File: src/rtl/culsans_pkg.sv
// Shared constants and types for the culsans tohost/console device.
package culsans_pkg;

    localparam logic [2:0] TOHOST_OFF   = 3'd0;
    localparam logic [2:0] FROMHOST_OFF = 3'd1;
    localparam logic [2:0] PUTC_OFF     = 3'd2;
    localparam logic [2:0] WDOG_LIM_OFF = 3'd3;
    localparam logic [2:0] STATUS_OFF   = 3'd4;

    typedef enum logic {
        RUN,
        EXITED
    } tohost_state_e;

endpackage

File: src/rtl/culsans_char_fifo.sv
// Synchronous character FIFO; head is presented registered, zero when empty.
module culsans_char_fifo #(
    parameter int Depth = 8,
    parameter int Width = 8,
    localparam int PtrWidth = $clog2(Depth),
    localparam int CntWidth = PtrWidth + 1
) (
    input  logic                clk,
    input  logic                rst,
    input  logic                push,
    input  logic [Width-1:0]    wdata,
    input  logic                pop,
    output logic [Width-1:0]    rdata,
    output logic                full,
    output logic                empty,
    output logic [CntWidth-1:0] count
);

    logic [Width-1:0]    mem [Depth];
    logic [PtrWidth-1:0] wr_ptr;
    logic [PtrWidth-1:0] rd_ptr;
    logic                do_push;
    logic                do_pop;

    assign full    = count == CntWidth'(Depth);
    assign empty   = count == '0;
    assign do_push = push && !full;
    assign do_pop  = pop && !empty;
    assign rdata   = empty ? '0 : mem[rd_ptr];

    // Pointers wrap naturally since Depth is a power of two.
    always_ff @(posedge clk or negedge rst) begin
        if (!rst) begin
            wr_ptr <= '0;
            rd_ptr <= '0;
            count  <= '0;
        end else begin
            if (do_push) wr_ptr <= wr_ptr + PtrWidth'(1);
            if (do_pop)  rd_ptr <= rd_ptr + PtrWidth'(1);
            case ({do_push, do_pop})
                2'b10:   count <= count + CntWidth'(1);
                2'b01:   count <= count - CntWidth'(1);
                default: count <= count;
            endcase
        end
    end

    always_ff @(posedge clk) begin
        if (do_push) mem[wr_ptr] <= wdata;
    end

endmodule

File: src/rtl/culsans_tohost_ctrl.sv
// End-of-test (TOHOST), console PUTC FIFO and cycle watchdog slave.
module culsans_tohost_ctrl
    import culsans_pkg::*;
#(
    parameter int          AddrWidth   = 64,
    parameter int          DataWidth   = 64,
    parameter int          FifoDepth   = 8,
    parameter logic [31:0] TimeoutCode = 32'h0000_DEAD
) (
    input  logic                   clk_i,
    input  logic                   rst,
    input  logic                   req_i,
    input  logic                   we_i,
    input  logic [AddrWidth-1:0]   addr_i,
    input  logic [DataWidth/8-1:0] be_i,
    input  logic [DataWidth-1:0]   wdata_i,
    output logic                   gnt_o,
    output logic                   rvalid_o,
    output logic [DataWidth-1:0]   rdata_o,
    output logic [7:0]             char_o,
    output logic                   char_valid_o,
    input  logic                   char_ready_i,
    output logic [31:0]            exit_o
);

    localparam int NumBytes = DataWidth / 8;
    localparam int CntWidth = $clog2(FifoDepth) + 1;

    tohost_state_e        state;
    tohost_state_e        state_next;
    logic [DataWidth-1:0] tohost;
    logic [DataWidth-1:0] fromhost;
    logic [DataWidth-1:0] wdog_lim;
    logic [DataWidth-1:0] tohost_merged;
    logic [DataWidth-1:0] fromhost_merged;
    logic [DataWidth-1:0] wdog_merged;
    logic [DataWidth-1:0] rd_value;
    logic [31:0]          exit_next;
    logic [31:0]          wdog_cnt;
    logic [31:0]          wdog_max;
    logic [2:0]           off;
    logic                 wr;
    logic                 rd;
    logic                 push;
    logic                 pop;
    logic                 wdog_wr;
    logic                 wdog_on;
    logic                 wdog_expire;
    logic                 sw_exit;
    logic                 fifo_full;
    logic                 fifo_empty;
    logic [CntWidth-1:0]  fifo_count;
    logic                 unused_addr;

    function automatic logic [DataWidth-1:0] merge(
        input logic [DataWidth-1:0] old,
        input logic [DataWidth-1:0] data,
        input logic [NumBytes-1:0]  be
    );
        logic [DataWidth-1:0] res;
        res = old;
        for (int i = 0; i < NumBytes; i++) begin
            if (be[i]) res[i*8 +: 8] = data[i*8 +: 8];
        end
        return res;
    endfunction

    assign off         = addr_i[5:3];
    assign unused_addr = ^{addr_i[AddrWidth-1:6], addr_i[2:0]};

    // A PUTC write into a full FIFO stalls instead of dropping the byte.
    assign gnt_o = rst && req_i && !(we_i && off == PUTC_OFF && fifo_full);
    assign wr    = gnt_o && we_i;
    assign rd    = gnt_o && !we_i;

    assign tohost_merged   = merge(tohost, wdata_i, be_i);
    assign fromhost_merged = merge(fromhost, wdata_i, be_i);
    assign wdog_merged     = merge(wdog_lim, wdata_i, be_i);

    assign push         = wr && off == PUTC_OFF && be_i[0];
    assign pop          = char_valid_o && char_ready_i;
    assign char_valid_o = !fifo_empty;

    assign wdog_wr     = wr && off == WDOG_LIM_OFF;
    assign wdog_max    = wdog_lim[31:0];
    assign wdog_on     = state == RUN && wdog_max != '0;
    assign wdog_expire = wdog_on && !wdog_wr && wdog_cnt == wdog_max - 32'd1;
    assign sw_exit     = wr && off == TOHOST_OFF && tohost_merged[0];

    always_comb begin
        rd_value = '0;
        case (off)
            TOHOST_OFF:   rd_value = tohost;
            FROMHOST_OFF: rd_value = fromhost;
            WDOG_LIM_OFF: rd_value = wdog_lim;
            STATUS_OFF:   rd_value = DataWidth'({fifo_count, fifo_full,
                                                 fifo_empty, state == EXITED});
            default:      rd_value = '0;
        endcase
    end

    // Software exit code takes priority over a coincident watchdog expiry.
    always_comb begin
        state_next = state;
        exit_next  = exit_o;
        if (state == RUN) begin
            if (sw_exit) begin
                state_next = EXITED;
                exit_next  = tohost_merged[31:0];
            end else if (wdog_expire) begin
                state_next = EXITED;
                exit_next  = {TimeoutCode[30:0], 1'b1};
            end
        end
    end

    always_ff @(posedge clk_i or negedge rst) begin
        if (!rst) begin
            state    <= RUN;
            exit_o   <= '0;
            tohost   <= '0;
            fromhost <= '0;
            wdog_lim <= '0;
            wdog_cnt <= '0;
            rvalid_o <= 1'b0;
            rdata_o  <= '0;
        end else begin
            state    <= state_next;
            exit_o   <= exit_next;
            rvalid_o <= gnt_o;
            rdata_o  <= rd ? rd_value : '0;
            if (wr && off == TOHOST_OFF)   tohost   <= tohost_merged;
            if (wr && off == FROMHOST_OFF) fromhost <= fromhost_merged;
            if (wdog_wr) begin
                wdog_lim <= wdog_merged;
                wdog_cnt <= '0;
            end else if (wdog_on) begin
                wdog_cnt <= wdog_cnt + 32'd1;
            end
        end
    end

    culsans_char_fifo #(
        .Depth(FifoDepth),
        .Width(8)
    ) u_fifo (
        .clk  (clk_i),
        .rst  (rst),
        .push (push),
        .wdata(wdata_i[7:0]),
        .pop  (pop),
        .rdata(char_o),
        .full (fifo_full),
        .empty(fifo_empty),
        .count(fifo_count)
    );

endmodule

File: config.mk
export PLATFORM = sky130hd
export DESIGN_NAME = culsans_tohost_ctrl
export DESIGN_NICKNAME = d
export VERILOG_FILES = /design/src/rtl/culsans_pkg.sv /design/src/rtl/culsans_char_fifo.sv /design/src/rtl/culsans_tohost_ctrl.sv
export SDC_FILE = /design/constraint.sdc
export NUM_CORES = 1
export LEC_CHECK = 0
export CAP_MARGIN = 25
export CORE_ASPECT_RATIO = 0.8
export CORE_UTILIZATION = 45
export CTS_CLUSTER_SIZE = 30
export DETAILED_ROUTE_END_ITERATION = 12
export PLACE_DENSITY = 0.76
export SETUP_SLACK_MARGIN = 0.02
export SYNTH_ARGS = -nofsm -noshare
export SYNTH_HDL_FRONTEND = slang
export SYNTH_HIERARCHICAL = 1
export SYNTH_SLANG_ARGS = --single-unit
File: constraint.sdc
create_clock -name clk_i -period 4.76 [get_ports clk_i]
set_input_delay 0.476 -clock clk_i [delete_from_list [all_inputs] [get_ports clk_i]]
set_output_delay 0.476 -clock clk_i [all_outputs]
set_load 0.01 [all_outputs]
==> run summary <==
Sum Neg Setup Slack: 0 ps
Post-synth EDFFs: 64
Hold WC Path Type: primary input to flop
Worst setup path startpoint: wdog_lim[0]
VDD IR max: 0.000258 V
Total grt overflow: 0
CP Capture Type: flop
Status: completed
Vias per cell: 5.51
YS warnings: 6
CTS H-tree lvls: 2
Synth area leader: dfrtp_1
Crit path DAT: 3980 ps
Top-count cell post-synth: dfrtp_1
Synth Instances: 1,451
Final Skew: 31.3 ps
Setup CP Type: flop to flop
Pleak: 9.44 nW
DP Area: 0.0203 mm²
Gr busiest metal: met2
Top cells by count, synth: dfrtp_1 (332), nor2_1 (222), mux2_2 (196)
Seq/Total Area, Yosys: 0.572
Area Overhead vs Synth: 21.5%
Syn Std Cell Area: 0.0179 mm²
Distinct cell type count of the synthesized netlist: 63
Root cell of the clock tree: clkbuf_16
Min Tclk post-route: 3600 ps
Ratio of cells with drive above 1 in the final layout: 0.195
Final slew viol count: 0
GR Util met1: 0.298
Pwr per Cell Area: 440 mW/mm²
Maximum fanout along the worst path: 27
Period Utilization, post-route: 0.757
Clock tree buffer depth: 3
Net Sw Frac: 0.291
Met3 usage: 0.0523
Final instance area: 0.0218 mm²
Int Pwr: 6.78 mW
Mapped Nets: 1,600
Die W: 225 µm
Slew @ Worst Pin: 1030 ps
Seq pwr share: 0.455
Main synth FF type: dfrtp_1
Synth Register Bits: 396
Total core area: 0.0387 mm²
Starting Density: 0.463
DRT Pass-1 Iters: 5
Final setup vio count: 0
Met2 usage: 0.354
Top cell type's share of synthesized area: 0.464
Routed WL: 44.0 mm
Final #Nets: 1,786
WL per Instance: 20.0 µm
Largest net degree at the start of global routing: 183
Clk_lat worst skew: 560 ps
Dpl hpwl: 29.4 mm
Vias post-DR: 12.1k
Worst hold slack: 382 ps
Global-route wire length before repair: 70.0 mm
Clock network power share: 0.333
Rows: 64
Final ANT Viol Nets: 0
Initial antenna violation count: 6
Die area: 0.0406 mm²
Crit Reg-Reg Startpoint: wdog_lim[0]
Worst path required time: 5140 ps
Setup bufs post-CTS: 0
DR iter-0 viols: 750
Sw Pwr: 2.78 mW
CTS tree: done
MaxCap Viol Count: 0
CTS Buf Count: 41
Combinational Power Share: 0.212
Routability Congestion: 0.899
Io pins: 248
RSZ-0062 raised after global routing: false
Vias in the first global route: 12.5k
CTS clk-pin slew, worst paths: 60 ps
# DRC: 0
Worst hold start: addr_i[4]
Sink Count: 396
Final hold violations: 0
Filler instances: 3,169
Fmax: 278 MHz
Global Route Usage Sum: 0.221
Fraction of registers with async set or reset after synthesis: 0.838
Height of the die: 180 µm
Max_slew headroom: 0.317
Top post-synthesis cells by area: dfrtp_1 (46%), mux2_2 (12%), edfxtp_1 (11%)
Worst setup SP type: flop
Port-buffer cells: 186
Syn avg cell area: 12.3 µm²
-- power groups by stage --
stage               sequential [mW]  clock (mW)  combinational (mW)
floorplan                      4.19           0                1.45
global placement               4.39           0                1.91
detailed placement             4.40           0                2.02
CTS                            4.34        3.24                2.04
global route                   4.41        3.39                2.23
finish                         4.35        3.18                2.03
-- final cells by class --
cell class | count | area [µm²] | share of cell area
repair buffers | 210 | 2100 | 0.0967
clock buffers | 65 | 1270 | 0.0586
inverters | 9 | 33.8 | 0.00155
clock inverters | 11 | 86.3 | 0.00397
diodes | 3 | 7.51 | 0.000345
well taps | 528 | 661 | 0.0304
multi-input cells | 979 | 7360 | 0.338
flip-flops and latches | 396 | 10200 | 0.470
-- sequential cells by signal (all words and copies together) (netlist names) --
signal and flops:
exit_o 32, fromhost 64, rdata_o 64, rvalid_o 1, state 1, tohost 64
u_fifo/count 4, u_fifo/mem 64, u_fifo/rd_ptr 3, u_fifo/wr_ptr 3, wdog_cnt 32, wdog_lim 64
-- final timing paths --
check	endpoint	slack [ps]	cells after the start
min in group asynchronous	rdata_o[39]	480	2
max	exit_o[18]	1160	11
max reg2reg	exit_o[18]	1160	11
min reg2reg	fromhost[14]	500	1
min	rvalid_o	380	3
max in group asynchronous	wdog_lim[18]	2850	3
-- placed cells by master, fill, tap and decap left out, types with 6 or more instances in the layout --
master	n
edfxtp_1	64
o21ai_0	16
xor2_1	31
clkbuf_8	13
nand4_1	8
nor3_1	26
inv_1	9
xnor2_1	39
clkbuf_1	8
mux4_2	16
buf_4	19
nand2_1	61
nand3_1	21
a31oi_1	10
mux2i_1	107
clkdlybuf4s50_1	183
mux2_2	196
and3_1	9
nor2_1	222
nor4_1	12
a211oi_1	22
clkinv_2	6
nand2b_1	24
dfrtp_1	332
ha_1	8
a21oi_1	71
clkbuf_16	42
-- through the flow --
stage | total power [mW] | util | cells | setup WS, ps
after CTS | 9.63 | 0.562 | 2197 | 1230
after global placement | 6.30 | 0.525 | 2118 | 1040
after detailed placement | 6.42 | 0.526 | 2120 | 1000
after global routing | 10.0 | 0.562 | 2200 | 923
after floorplan | 5.64 | - | 1451 | 1760
final | 9.56 | 0.562 | 2201 | 1160
-- cell families (layout without fill, tap and decap cells) --
logic type      after synthesis  count (layout)  synth area share
fa+ha+maj                     8               8           0.00559
buf+inv                      76             295            0.0180
xor+xnor                     70              70            0.0343
simple gates                434             434             0.116
flops                       396             396             0.572
compound gates              147             147            0.0503
other cells                   0               3                 0
mux                         320             320             0.204
-- worst max-delay path, cell delays in order, from the launching register on --
cell      delay (ps)
dfrtp_1          460
inv_1            110
ha_1             290
or4b_4           560
nor4_2           400
nand3b_1         120
o32ai_1          290
a31o_2           200
nand4_2          130
nor4_4           520
buf_12           260
a211oi_1          70
-- metal layers --
metal	wire length (µm)	vias to the layer above	share of wire
li1	-	5560	-
met1	18900	6145	0.43
met2	21200	340	0.48
met3	2960	72	0.067
met4	978	4	0.022
met5	31	-	0.00070
-- what timing repair did --
item,in CTS,in global routing
endpoints found under the hold margin,68,0
hold buffers,1,0
endpoints found under the setup margin,0,0
gates resized for setup,0,0
(Power assumes the default switching activity.)
